<file path="config.mk">
export PLATFORM = sky130hd
export DESIGN_NAME = note_slot_sched
export DESIGN_NICKNAME = d
export VERILOG_FILES = /design/src/rtl/note_slot_sched.sv
export SDC_FILE = /design/constraint.sdc
export NUM_CORES = 1
export LEC_CHECK = 0
export CAP_MARGIN = 20
export CORE_ASPECT_RATIO = 1.4
export CORE_MARGIN = 3
export CORE_UTILIZATION = 45
export CTS_CLUSTER_SIZE = 40
export DETAILED_ROUTE_END_ITERATION = 6
export MAX_ROUTING_LAYER = met4
export PLACE_DENSITY = 0.79
export SETUP_SLACK_MARGIN = 0.15
export SYNTH_ARGS = -nofsm -noshare
export SYNTH_HDL_FRONTEND = slang
export SYNTH_SLANG_ARGS = --single-unit
export TNS_END_PERCENT = 10
</file>
<file path="constraint.sdc">
create_clock -name clk -period 3.2 [get_ports clk]
set_clock_uncertainty 0.05 [all_clocks]
set_input_delay 0.8 -clock clk [delete_from_list [all_inputs] [get_ports clk]]
set_output_delay 0.8 -clock clk [all_outputs]
set_load 0.02 [all_outputs]
</file>
<file path="src/rtl/note_slot_sched.sv">
// rtl/note_slot_sched.sv - note-track slot scheduler: spawn, scroll, hit judgment, miss retire, score counters
//
// Purpose: keeps a fixed pool of note slots for the on-screen note track.
//   On each frame tick every live slot scrolls left, and notes that have passed
//   the judgment window are retired as MISS. A spawn request claims the lowest
//   free slot. A drum hit starts a serial scan for the leftmost live note, which
//   is then judged GOOD/BAD when it lies inside the hit window.
//
// Ports:
//   clk          in   system clock
//   rst          in   synchronous active-low reset
//   vsync        in   1-cycle frame tick
//   request      in   [0]=spawn do, [1]=spawn ka (sampled on vsync only)
//   hit_do       in   1-cycle drum-centre pulse
//   hit_ka       in   1-cycle drum-rim pulse
//   slot_valid   out  per-slot live flag
//   slot_type    out  per-slot type (0=do, 1=ka)
//   slot_x       out  per-slot x, slot i at [10*i+9:10*i]
//   judge_valid  out  1-cycle retire pulse
//   judge_result out  01=GOOD 10=BAD 11=MISS, 00 when idle
//   spawn_drop   out  1-cycle pulse when a spawn finds no free slot
//   good_cnt, bad_cnt, miss_cnt  out  saturating 8-bit score counters
module note_slot_sched #(
  parameter int SLOTS   = 8,
  parameter int X_START = 640,
  parameter int X_HIT   = 100,
  parameter int HIT_WIN = 16,
  parameter int STEP    = 4
) (
  input  logic               clk,
  input  logic               rst,
  input  logic               vsync,
  input  logic [1:0]         request,
  input  logic               hit_do,
  input  logic               hit_ka,
  output logic [SLOTS-1:0]   slot_valid,
  output logic [SLOTS-1:0]   slot_type,
  output logic [10*SLOTS-1:0] slot_x,
  output logic               judge_valid,
  output logic [1:0]         judge_result,
  output logic               spawn_drop,
  output logic [7:0]         good_cnt,
  output logic [7:0]         bad_cnt,
  output logic [7:0]         miss_cnt
);

  localparam int IW = (SLOTS > 1) ? $clog2(SLOTS) : 1;
  localparam logic [IW-1:0] LAST_IDX = IW'(SLOTS - 1);
  localparam logic [9:0] X_START10 = 10'(X_START);
  localparam logic [9:0] STEP10    = 10'(STEP);
  // Below this x a note can no longer be hit; it is also the window's low edge.
  localparam logic [9:0] WIN_LO    = 10'(X_HIT - HIT_WIN);
  localparam logic [9:0] WIN_HI    = 10'(X_HIT + HIT_WIN);

  typedef enum logic [1:0] {IDLE, SCAN, JUDGE} state_t;

  state_t state, state_nxt;

  logic [SLOTS-1:0] valid_q;
  logic [SLOTS-1:0] type_q;
  logic [9:0]       x_q [SLOTS];

  logic             hit_type;
  logic [IW-1:0]    idx;
  logic             cand_found;
  logic [IW-1:0]    cand_idx;
  logic [9:0]       cand_x;

  logic             free_found;
  logic [IW-1:0]    free_idx;
  logic [SLOTS-1:0] miss_mask;
  logic             take;
  logic             judge_hit;
  logic             hit_any;

  assign slot_valid = valid_q;
  assign slot_type  = type_q;
  assign hit_any    = hit_do | hit_ka;

  for (genvar g = 0; g < SLOTS; g++) begin : g_x
    assign slot_x[10*g +: 10] = x_q[g];
  end

  // Free-slot search and miss detection both look at pre-update slot state.
  always_comb begin
    free_found = 1'b0;
    free_idx   = '0;
    for (int i = SLOTS - 1; i >= 0; i--) begin
      if (!valid_q[i]) begin
        free_found = 1'b1;
        free_idx   = IW'(i);
      end
    end
  end

  always_comb begin
    miss_mask = '0;
    for (int i = 0; i < SLOTS; i++) begin
      miss_mask[i] = valid_q[i] && (x_q[i] < WIN_LO);
    end
  end

  // Strict '<' keeps the lowest index on equal x.
  always_comb begin
    take = valid_q[idx] && (!cand_found || (x_q[idx] < cand_x));
  end

  // A frame update in the judge cycle discards the judgment.
  always_comb begin
    judge_hit = (state == JUDGE) && !vsync && cand_found &&
                (cand_x >= WIN_LO) && (cand_x <= WIN_HI);
  end

  always_comb begin
    state_nxt = state;
    case (state)
      IDLE:    if (hit_any) state_nxt = SCAN;
      SCAN:    if (!vsync && idx == LAST_IDX) state_nxt = JUDGE;
      JUDGE:   state_nxt = vsync ? SCAN : IDLE;
      default: state_nxt = IDLE;
    endcase
  end

  always_ff @(posedge clk) begin
    if (!rst) state <= IDLE;
    else      state <= state_nxt;
  end

  always_ff @(posedge clk) begin
    if (!rst) begin
      valid_q      <= '0;
      type_q       <= '0;
      for (int i = 0; i < SLOTS; i++) x_q[i] <= '0;
      hit_type     <= 1'b0;
      idx          <= '0;
      cand_found   <= 1'b0;
      cand_idx     <= '0;
      cand_x       <= '0;
      judge_valid  <= 1'b0;
      judge_result <= 2'b00;
      spawn_drop   <= 1'b0;
      good_cnt     <= '0;
      bad_cnt      <= '0;
      miss_cnt     <= '0;
    end else begin
      judge_valid  <= 1'b0;
      judge_result <= 2'b00;
      spawn_drop   <= 1'b0;

      if (vsync) begin
        for (int i = 0; i < SLOTS; i++) begin
          if (valid_q[i]) begin
            if (miss_mask[i]) begin
              valid_q[i] <= 1'b0;
              type_q[i]  <= 1'b0;
              x_q[i]     <= '0;
            end else begin
              x_q[i] <= (x_q[i] >= STEP10) ? (x_q[i] - STEP10) : '0;
            end
          end
        end
        // Any number of misses in one frame collapses to one pulse and one count.
        if (|miss_mask) begin
          judge_valid  <= 1'b1;
          judge_result <= 2'b11;
          if (miss_cnt != 8'hff) miss_cnt <= miss_cnt + 8'd1;
        end
        // The chosen slot was free, so the scroll loop above never touched it.
        if (request != 2'b00) begin
          if (free_found) begin
            valid_q[free_idx] <= 1'b1;
            type_q[free_idx]  <= (request == 2'b10);
            x_q[free_idx]     <= X_START10;
          end else begin
            spawn_drop <= 1'b1;
          end
        end
      end else if (judge_hit) begin
        valid_q[cand_idx] <= 1'b0;
        type_q[cand_idx]  <= 1'b0;
        x_q[cand_idx]     <= '0;
        judge_valid       <= 1'b1;
        if (type_q[cand_idx] == hit_type) begin
          judge_result <= 2'b01;
          if (good_cnt != 8'hff) good_cnt <= good_cnt + 8'd1;
        end else begin
          judge_result <= 2'b10;
          if (bad_cnt != 8'hff) bad_cnt <= bad_cnt + 8'd1;
        end
      end

      case (state)
        IDLE: begin
          if (hit_any) begin
            hit_type   <= hit_ka & ~hit_do;
            idx        <= '0;
            cand_found <= 1'b0;
          end
        end
        SCAN: begin
          if (vsync) begin
            idx        <= '0;
            cand_found <= 1'b0;
          end else begin
            if (take) begin
              cand_found <= 1'b1;
              cand_idx   <= idx;
              cand_x     <= x_q[idx];
            end
            idx <= idx + IW'(1);
          end
        end
        JUDGE: begin
          idx        <= '0;
          cand_found <= 1'b0;
        end
        default: begin
          idx        <= '0;
          cand_found <= 1'b0;
        end
      endcase
    end
  end

endmodule

</file>
Word-level counts from Yosys, hierarchy flattened --
Memory sizes are Yosys's and may differ from the RTL's. A register that Yosys moved wholly into a read port is not among the register bits. Index checks and enable logic that the tools add are counted.
Word-level totals: memories 1, bits in latches 0, register bits 64, memory bits (writable) 80, memory bits (read-only) 0, output and inout port bits 124
Memory list:
- x_q | words 8, bits a word 10, read ports 9, clocked after memory_dff 1, wr ports 9, RTL line 61 | logic [9:0] x_q [SLOTS];
Cells by class: bitwise gates (word level) 25, reductions and logical operators 32, magnitude comparators 24, multiplexer cells 218, add/sub/neg operators 12, div/mod/pow operators 0, equality and inequality tests 11, multiply operators 0, shift-type cells 0
Operators with widths (count):
- 10-bit two-way mux | 25
- 1-bit two-way mux | 158
- 10-bit by 3-bit greater-or-equal comparator with 1-bit output, second input constant | 8
- 10-bit by 7-bit < comparator with 1-bit output, second input constant | 8
- 10-bit by 3-bit subtractor with 10-bit output, second input constant | 8
- 8-bit two-way mux | 8
- 3-bit two-way mux | 13
- 8-bit by 1-bit adder with 8-bit output, second input constant | 3
- 8-bit inequality test, second input constant | 3
- 1-bit OR | 17
- 8-bit AND | 2
- 1-bit logical AND | 16
- 3-bit by 4-bit < comparator with 1-bit output, second input constant | 3
- 2-bit two-way mux | 6
- 10-bit by 7-bit greater-or-equal comparator with 1-bit output, second input constant | 1
- 10-bit by 7-bit <= comparator with 1-bit output, second input constant | 1
- 10-bit < comparator | 1
- 10-bit OR reduction | 1
- 3-bit AND reduction | 3
- 8-bit bitwise mux | 1
- 8-bit NOT | 1
- 8-bit OR | 1
- 4-bit AND reduction | 2
- 8-bit OR reduction | 1
- 20 further kinds | 31

Depth between registers and ports, before layout --
Gate-level depths: netlist (run 1).
depth in word-level cells 16, gate-level depth with buffers 13, gate-level depth less buffers 10

Worst setup path before layout (run 1) --
No wires, ideal clock.
kind reg-to-reg, start point register with a tool-made name, end point register cand_x[3] (read register of x_q), setup time 0.086 ns, required time 3.064 ns, arrival 3.079 ns, stages on the path, launching flop included 13, path buffers 3, path slack -0.015 ns, path through dfxtp_1 clkbuf_1 buf_2 mux4_2 mux2_2 ha_1 a21o_1 a21o_1 a21oi_1 o2111ai_1 clkbuf_1 nor2_1 a211oi_1
RTL lines:
- to (decl) | RTL line 67 | logic [9:0] cand_x;

==> metrics, run 1 <==
fin crit period about 3.0 ns; drt pass-1 iters 5; setup TNS 0 ns; First DRT Iteration DRCs slightly above 600; Die Ht around 160 um; sequential power share between 40 and 50%; fin area 9770 um^2; pwr dens ~450 nW/um^2; RSZ-0062 raised after global routing true; clock root cell clkbuf_16; TritonCTS Buffers 17; fin. max-slew vios 0; share of the synthesized area in the top cell type between 20% and 30%; Crit Path Category register to register; synthesized area approximately 7600 um^2; min-delay worst type register to register; first-pass GRT wire length between 30000 and 40000 um; nets@finish roughly 1.1k; # IOs around 130; Cell variety after synth 73; gr usage total between 20% and 30%; final WL 24000 um; WHS ~0.44 ns; die area 18500 um^2; setup bufs post-CTS 0; number of flops mapped to enable cells by yosys 16; Synth area leaders dfxtp_1, edfxtp_1, mux4_2; worst-margin pin slew around 0.86 ns; number of vias per cell 6.17; # placed instances 1214; most common library cells after synthesis dfxtp_1, nand2_1, nor2_1; clock share of power 44.2%; GPL Wtd Cong between 0.9 and 1; highest clock rate about 340 MHz; switching fraction of total power around 28%; max incr delay on CP 0.52 ns; CP endpoint kind register; via count roughly 7.7k; GRT overflow 0; Starting Density 46.4%; hold_buf cts 0; vias in the first global route 7362; non-filler cells in the finished layout 1247; Antenna diodes 0; asr flop ratio synth 0%; Final Setup Violations 0; Worst Setup EP cand_x[6]; LEAKAGE about 3.7 nW; post-synthesis sequential area ratio between 30% and 40%; critical path fanouts, max 8; count leader, synth dfxtp_1; largest net degree at the start of global routing 27; clk_lat worst skew approximately 0.43 ns; post-synth top area cell dfxtp_1; H-Tree Level Count 4; Max-Cap Viols 0; final hold viol count 0; Post-DRT Antenna Nets 0; worst path cell trace buf_6, mux4_2, mux2_2, ha_1, a21o_1, a21o_1, a21oi_2, o2111ai_2, buf_6, a211oi_1; Clock Pin Slew Worst Setup and Hold Paths about 0.050 ns; critical path required time 3.47 ns; Cells after Synth 888; clock buffer depth 2; Routed WL per cell between 15 and 20 um; Main synth FF type dfxtp_1; status finished clean; PortBufs about 110; Post-Place Cell Area 9160 um^2; DIE WIDTH approximately 120 um; initial antenna violation count 0; syn avg cell area around 8.6 um^2; Synth warnings 0; DR DRC count 0; Rel. slew slack between 40% and 50%; detailed placement HPWL 18000 um; P_int 0.00321 W; clk sinks around 130; Final period util 92.8%; Switching Power between 0.001 and 0.0015 W; WP data arrival 3.24 ns; Synth-to-Final Area Change 28.6%; CP max stage cell mux4_2; CTS tree built; FF-to-FF setup slack roughly 0.23 ns; Fillers roughly 1.4k; Worst VDD drop between 200 and 300 uV; Rows 55; R2R depth 10; startpoint class of the critical path register; share of cells above drive strength 1 between 10% and 20%; r2r endpoint cand_x[6]; Comb pwr share 15.3%; core area roughly 16000 um^2; flops & latches, synth 129
layer usage:
layer	wire, um	vias up	part of all wire [%]	GRT usage [%]
li1	-	3524	-	-
met1	9210	3645	38	31.9
met2	11600	416	48	42.1
met3	1670	104	7.0	4.02
met4	1540	0	6.4	16.7
met5	0	-	0	-
sequential cells by signal, summed over array words and instances (netlist names), named ones only:
signal and cells:
judge_result 2, spawn_drop 1, miss_cnt 8, bad_cnt 8, judge_valid 1, cand_idx 3, x_q 64, slot_type 8
idx 3, cand_found 1, hit_type 1, slot_valid 8, state 2, cand_x 8, good_cnt 8
cell families after synthesis:
logic type,synth area share [%]
AND/OR/NAND/NOR,23.2
AO/OA/AOI/OAI,18.4
flip-flops,36.1
buffers and inverters,5.29
multiplexers,9.49
XOR/XNOR,3.94
adder cells (fa/ha/maj),3.46
other,0.0494
power groups by stage:
stage	sequential [W]	combinational (W)	clock (W)
3_3_place_gp	0.00183	0.000648	0
6_report	0.00179	0.000679	0.00196
2_1_floorplan	0.00186	0.000382	0
5_1_grt	0.00180	0.000731	0.00204
3_5_place_dp	0.00182	0.000660	0
4_1_cts	0.00179	0.000669	0.00196
repair_timing:
action | in CTS | in global routing
setup endpoints to repair | 1 | 10
endpoints found under the hold margin | 0 | 0
pin swaps | 0 | 1
gates resized for setup | 6 | 4
cloned | 1 | 0
per-stage QoR:
step | power, W | utilization [%] | worst slack, ns
finish | 0.00443 | 59.6 | 0.230
global route | 0.00458 | 59.6 | 0.132
CTS | 0.00442 | 59.6 | 0.172
detailed placement | 0.00249 | 55.9 | 0.00740
global placement | 0.00247 | 55.9 | 0.0756
floorplan | 0.00224 | - | 0.160
worst max-delay path, delay by kind of cell (launching register included):
family | cells | cell delay, ns
compound gates | 5 | 0.97
fa+ha+maj | 1 | 0.29
buf+inv | 2 | 0.37
flops | 1 | 0.38
mux | 2 | 0.81
final cells by class:
class,count,area (um^2),area share [%]
multi-input combinational,684,4520,46.3
sequential,129,2740,28.1
timing repair buffer,164,1530,15.6
clock buffer,22,475,4.87
tap,199,249,2.55
inverter,39,146,1.50
clock inverter,10,108,1.10
cell usage in the layout (no fill, tap or decap), drive strengths merged, types with 16 or more instances in the layout:
| cell | count |
|---|---|
| mux4 | 20 |
| conb | 16 |
| clkdlybuf4s50 | 114 |
| a21oi | 55 |
| nor2b | 18 |
| dfxtp | 113 |
| nand2 | 86 |
| inv | 39 |
| mux2i | 16 |
| nand3 | 37 |
| o21ai | 56 |
| clkbuf | 22 |
| xor2 | 18 |
| or3 | 16 |
| edfxtp | 16 |
| nor2 | 82 |
| ha | 21 |
| nor3 | 39 |
| buf | 50 |
| nand2b | 17 |
worst min path at each step:
stage / startpoint / depth (start not counted) / slack (ns) / end
2_1_floorplan: cand_x[7] / 2 / 0.40 / cand_x[7]
3_3_place_gp: cand_x[7] / 2 / 0.42 / cand_x[7]
3_5_place_dp: cand_x[7] / 2 / 0.43 / cand_x[7]
4_1_cts: cand_x[7] / 2 / 0.44 / cand_x[7]
5_1_grt: idx[2] / 2 / 0.47 / cand_idx[2]
6_report: cand_x[7] / 2 / 0.44 / cand_x[7]
No activity file was read; power rests on OpenSTA's default activity.
==> run 2: changes to the inputs <==
--- a/config.mk
+++ b/config.mk
@@ -13,7 +13,7 @@
 export DETAILED_ROUTE_END_ITERATION = 6
 export MAX_ROUTING_LAYER = met4
 export PLACE_DENSITY = 0.79
-export SETUP_SLACK_MARGIN = 0.15
+export SETUP_SLACK_MARGIN = 0.4
 export SYNTH_ARGS = -nofsm -noshare
 export SYNTH_HDL_FRONTEND = slang
 export SYNTH_SLANG_ARGS = --single-unit
==> run 2 against run 1 <==
  * Core utilization is 1.6 points higher
  * Global-route usage is 0.70 points lower
  * Count of clock-buffer cells in the layout decreased by 1
  * First-iteration DRC count is 21% higher
  * Setup slack better by 0.10 ns
  * Via count is 1.5% higher
  * Clock power rose by 4%
  * Total power rose by 2.9%
  * Critical endpoint unchanged
==> metrics, run 2 (same netlist as run 1, synthesis figures left out) <==
die area 18500 um^2 (unchanged); Multi-input gate area 4670 um^2 (+3.4%); worst slack, placed -0.0279 ns (-0.0353 ns); r2r endpoint cand_x[6]; fin crit period 2.87 ns (-0.101 ns); overall power 0.00456 W (+2.9%); GPL Wtd Cong 0.987 (+2.2%); hold_buf cts 0 (unchanged); highest clock rate 349 MHz (+3.5%); status finished clean; Routed WL per cell 19.6 um (+1.9%); Final Setup Violations 0 (unchanged); setup TNS 0 ns (unchanged); Antenna diodes 0 (unchanged); most common cell after layout, fill and taps aside clkdlybuf4s50_1; First DRT Iteration DRCs 728 (+21%); Post-DRT Antenna Nets 0 (unchanged); Die Ht 160 um (unchanged); number of vias per cell 6.24 (+1.1%); setup ws final 0.331 ns (+0.101 ns); share of cells above drive strength 1 15.0% (+2.8 points); Max-Cap Viols 0 (unchanged); WP data arrival 3.11 ns (-0.13 ns); CTS tree built; min-delay worst type register to register; pwr dens 454 nW/um^2 (+0.11%); gr usage total 26.1% (-0.70 points); Synth-to-Final Area Change 32.1%; commonest non-fill, non-tap cells in the layout clkdlybuf4s50_1, dfxtp_1, nand2_1; clock buffer depth 2 (unchanged); Crit Path Category register to register; FF-to-FF setup slack 0.33 ns (+0.10 ns); critical path required time 3.44 ns (-0.03 ns); post-layout util 61.3% (+1.6 points); Largest register FFs 64 (unchanged); # IOs 131 (unchanged); DIE WIDTH 116 um (unchanged); hold-critical path endpoint miss_cnt[6]; Hold Path Depth 2 (unchanged); LEAKAGE 3.80 nW (+1.9%); first-pass GRT wire length 37600 um (-2.1%); Clock Pin Slew Worst Setup and Hold Paths 0.06 ns (about the same); Rows 55 (unchanged); HP Start miss_cnt[6]; CP endpoint kind register; core area 16400 um^2 (unchanged); nets@finish 1068 (+0.47%); largest register by flop count x_q; startpoint class of the critical path register; Fillers 1338 (-6.4%); critical path fanouts, max 8 (unchanged); Rel. slew slack 34.8% (-6.9 points); Starting Density 46.4% (unchanged); H-Tree Level Count 4 (unchanged); via count 7808 (+1.5%); fin. max-slew vios 0 (unchanged); final hold viol count 0 (unchanged); initial antenna violation count 0 (unchanged); detailed placement HPWL 17700 um (-1.7%); largest net degree at the start of global routing 31 (+15%); final WL 24600 um (+2.3%); vias in the first global route 7213 (-2.0%); DR DRC count 0 (unchanged); Worst VDD drop 326 uV (+11%); GRT overflow 0 (unchanged); clk sinks 129 (unchanged); TritonCTS Buffers 17 (unchanged); register area 2750 um^2 (+0.23%); clk_lat worst skew 0.43 ns (about the same); clock root cell clkbuf_16; drt pass-1 iters 6 (+1); worst-margin pin slew 0.963 ns (+0.103 ns); RSZ-0062 raised after global routing true; PortBufs 114 (unchanged); Final period util 89.7% (-3.1 points); R2R depth 11 (+1)
==> run 2: layer usage <==
layer	vias to the layer above	global-route usage, %	share of wire [%]
met4	0	12.5	5.7
met3	125	4.55	7.9
met2	462	42.6	49
met1	3679	30.9	37
met5	-	-	0
li1	3542	-	-
==> run 2: how the worst max path moves through the flow <==
stage          startpoint           to  slack (ns)  depth (start not counted)
3_5_place_dp        vsync    x_q[3][9]       -0.03                          7
2_1_floorplan    register    cand_x[4]        0.41                         11
4_1_cts          register  cand_idx[1]        0.39                         11
5_1_grt          register    cand_x[6]        0.24                         11
3_3_place_gp        vsync    x_q[7][9]        0.05                          7
6_report         register    cand_x[6]        0.33                         11
==> run 2: timing repair <==
item	4_1_cts	5_1_grt
buffers inserted	1	7
pin swaps	2	9
setup endpoints to repair	15	38
gates cloned	0	0
gates resized for setup	12	35
==> run 2: worst max-delay path, stage by stage (launching register included) <==
cell       delay [ns]
dfxtp_2          0.35
buf_8            0.14
mux4_2           0.54
mux2_2           0.32
ha_1             0.20
a21o_1           0.18
a21o_1           0.16
a21oi_2          0.20
o2111ai_4        0.18
buf_6            0.23
nor2_2           0.11
a211oi_2         0.06
==> run 2: final cells by class <==
class | count | area share [%]
Clock inverter | 11 | 1.23
Tap cell | 199 | 2.48
Multi-Input combinational cell | 684 | 46.6
Sequential cell | 129 | 27.4
Timing Repair Buffer | 169 | 15.9
Inverter | 39 | 1.46
Clock buffer | 21 | 4.91
==> run 2: per-stage QoR <==
stage,instances,instance area (um^2),hold WS (ns)
after floorplan,903,7680,0.403
after global placement,1212,9150,0.419
after detailed placement,1212,9150,0.425
after CTS,1245,9830,0.437
after global routing,1252,10000,0.473
final,1252,10000,0.442
==> run 2: power by group <==
group,switching (W),internal [W]
clock network,0.000766,0.00126
logic,0.000400,0.000328
registers,0.000104,0.00170
total,0.00127,0.00329
==> run 3: changes to the inputs <==
--- a/config.mk
+++ b/config.mk
@@ -5,12 +5,12 @@
 export SDC_FILE = /design/constraint.sdc
 export NUM_CORES = 1
 export LEC_CHECK = 0
-export CAP_MARGIN = 20
-export CORE_ASPECT_RATIO = 1.4
+export CORE_ASPECT_RATIO = 0.8
 export CORE_MARGIN = 3
 export CORE_UTILIZATION = 45
 export CTS_CLUSTER_SIZE = 40
 export DETAILED_ROUTE_END_ITERATION = 6
+export GPL_TIMING_DRIVEN = 0
 export MAX_ROUTING_LAYER = met4
 export PLACE_DENSITY = 0.79
 export SETUP_SLACK_MARGIN = 0.4
==> run 3 against run 2 <==
  * Via count down 0.49%
  * Final cell count increased by 1.8%
  * Register-to-register slack got worse by 0.05 ns
  * Design area down 1.0%
  * Sequential power hardly changed
  * Clock power decreased by 12%
  * Sequential share of layout area grew 0.22 points
  * Non-clock buffer count is 5 higher
  * Global-route usage rose by 2.7 points
  * Critical path type is now input pin to register
==> metrics, run 3 (same netlist as run 1, synthesis figures left out) <==
number of vias per cell 6.10 (-2.2%); DR DRC count 0 (unchanged); RSZ-0062 raised after global routing true; fin crit period 2.98 ns (+0.112 ns); Synth-to-Final Area Change 30.8%; GPL Wtd Cong 1.04 (+5.0%); nets@finish 1073 (+0.47%); largest register by flop count x_q; gr usage total 28.8% (+2.7 points); TritonCTS Buffers 17 (unchanged); Post-Place Cell Area 9080 um^2 (-0.79%); largest net degree at the start of global routing 17 (-45%); Post-DRT Antenna Nets 0 (unchanged); DIE WIDTH 151 um (+31%); critical path required time 3.27 ns (-0.17 ns); worst slack, placed -0.801 ns (-0.773 ns); vias in the first global route 7005 (-2.9%); Fillers 1409 (+5.3%); Final Setup Violations 0 (unchanged); core area 16200 um^2 (-1.3%); setup TNS 0 ns (unchanged); Max-Cap Viols 0 (unchanged); Rel. slew slack 26.3% (-8.5 points); highest clock rate 335 MHz (-3.8%); First DRT Iteration DRCs 973 (+34%); Starting Density 47.0% (+0.63 points); detailed placement HPWL 19500 um (+10%); FF-to-FF setup slack 0.28 ns (-0.05 ns); WHS 0.440 ns (-0.00231 ns); GRT overflow 0 (unchanged); clock buffer depth 2 (unchanged); startpoint class of the critical path input pin; PortBufs 113 (-0.88%); CP endpoint kind register; H-Tree Level Count 4 (unchanged); Worst VDD drop 315 uV (-3.3%); LEAKAGE 3.71 nW (-2.5%); commonest non-fill, non-tap cells in the layout dfxtp_1, clkdlybuf4s50_1, nand2_1; worst-margin pin slew 1.09 ns (+0.132 ns); final WL 26200 um (+6.6%); Crit Path Category input pin to register; fin area 9930 um^2 (-1.0%); Rows 41 (-25%); clock root cell clkbuf_16; via count 7770 (-0.49%); min-delay worst type register to register; critical path fanouts, max 6 (-2); Routed WL per cell 20.6 um (+4.8%); Final period util 93.2% (+3.5 points); CTS tree built; # IOs 131 (unchanged); final hold viol count 0 (unchanged); pwr dens 435 nW/um^2 (-4.2%); Largest register FFs 64 (unchanged); setup ws final 0.219 ns (-0.112 ns); share of cells above drive strength 1 13.4% (-1.6 points); Die Ht 122 um (-23%); hold_buf cts 0 (unchanged); clk sinks 129 (unchanged); die area 18500 um^2 (about the same); initial antenna violation count 1 (+1); status finished clean; fin. max-slew vios 0 (unchanged); clk_lat worst skew 0.43 ns (about the same); WP data arrival 3.05 ns (-0.06 ns); drt pass-1 iters 7 (+1); first-pass GRT wire length 39200 um (+4.1%); Clock Pin Slew Worst Setup and Hold Paths 0.06 ns (about the same)
## run 3: changes by cell type in the layout (fill, tap and decap cells not counted), sizes merged, moves of 2 or more
cell and change:
buf -19, bufinv -2, clkbuf +31, clkdlybuf4s50 -2, clkinvlp -2, inv -2
## run 3: area by class of cell
type	count	area [um^2]	share of cell area, %
inverter	39	146	1.47
tap	215	269	2.71
sequential	129	2740	27.6
timing repair buffer	123	1210	12.2
clock inverter	5	26.3	0.265
antenna	1	2.50	0.0252
clock buffer	27	503	5.06
buffer	51	313	3.15
multi-input combinational	684	4720	47.5
## run 3: where the power goes
part / internal (W) / switching (W)
Combinational: 0.000317 / 0.000393
Clock: 0.00107 / 0.000721
Sequential: 0.00170 / 0.000127
Total: 0.00308 / 0.00124
## run 3: repair_timing
action	in CTS	in global routing
gates cloned	2	0
setup endpoints to repair	108	47
pin swaps	3	7
gates resized for setup	36	31
buffers inserted	5	3
## run 3: path summary, 6_finish.rpt
kind,from,endpoint,cells past startpoint
worst min-delay path,cand_x[6],cand_x[6],2
worst min register to register,cand_x[6],cand_x[6],2
worst max register to register,x_q[1][7],cand_x[3],10
worst max-delay path,request[0],x_q[7][7],7
## run 3: worst max-delay path, stage by stage
cell	delay (ns)
clkdlybuf4s50_1	0.59
nor2_1	0.15
nor2b_1	0.36
o21ai_0	0.31
or2_2	0.40
and3_1	0.25
inv_1	0.19
## run 3: per-stage QoR
stage | std cells | total power, W | utilization [%]
after floorplan | 903 | 0.00225 | -
after global placement | 1231 | 0.00249 | 56.2
after detailed placement | 1231 | 0.00250 | 56.2
after CTS | 1270 | 0.00429 | 60.7
after global routing | 1274 | 0.00445 | 61.5
final | 1274 | 0.00432 | 61.5
## run 3: routing by layer
| layer | vias to the layer above | track usage (%) | part of all wire [%] | wire length (um) |
|---|---|---|---|---|
| li1 | 3561 | - | - | - |
| met1 | 3706 | 40.0 | 42 | 11100 |
| met2 | 451 | 40.7 | 44 | 11500 |
| met3 | 52 | 8.07 | 12 | 3060 |
| met4 | 0 | 9.06 | 2.1 | 563 |
| met5 | - | - | 0 | 0 |
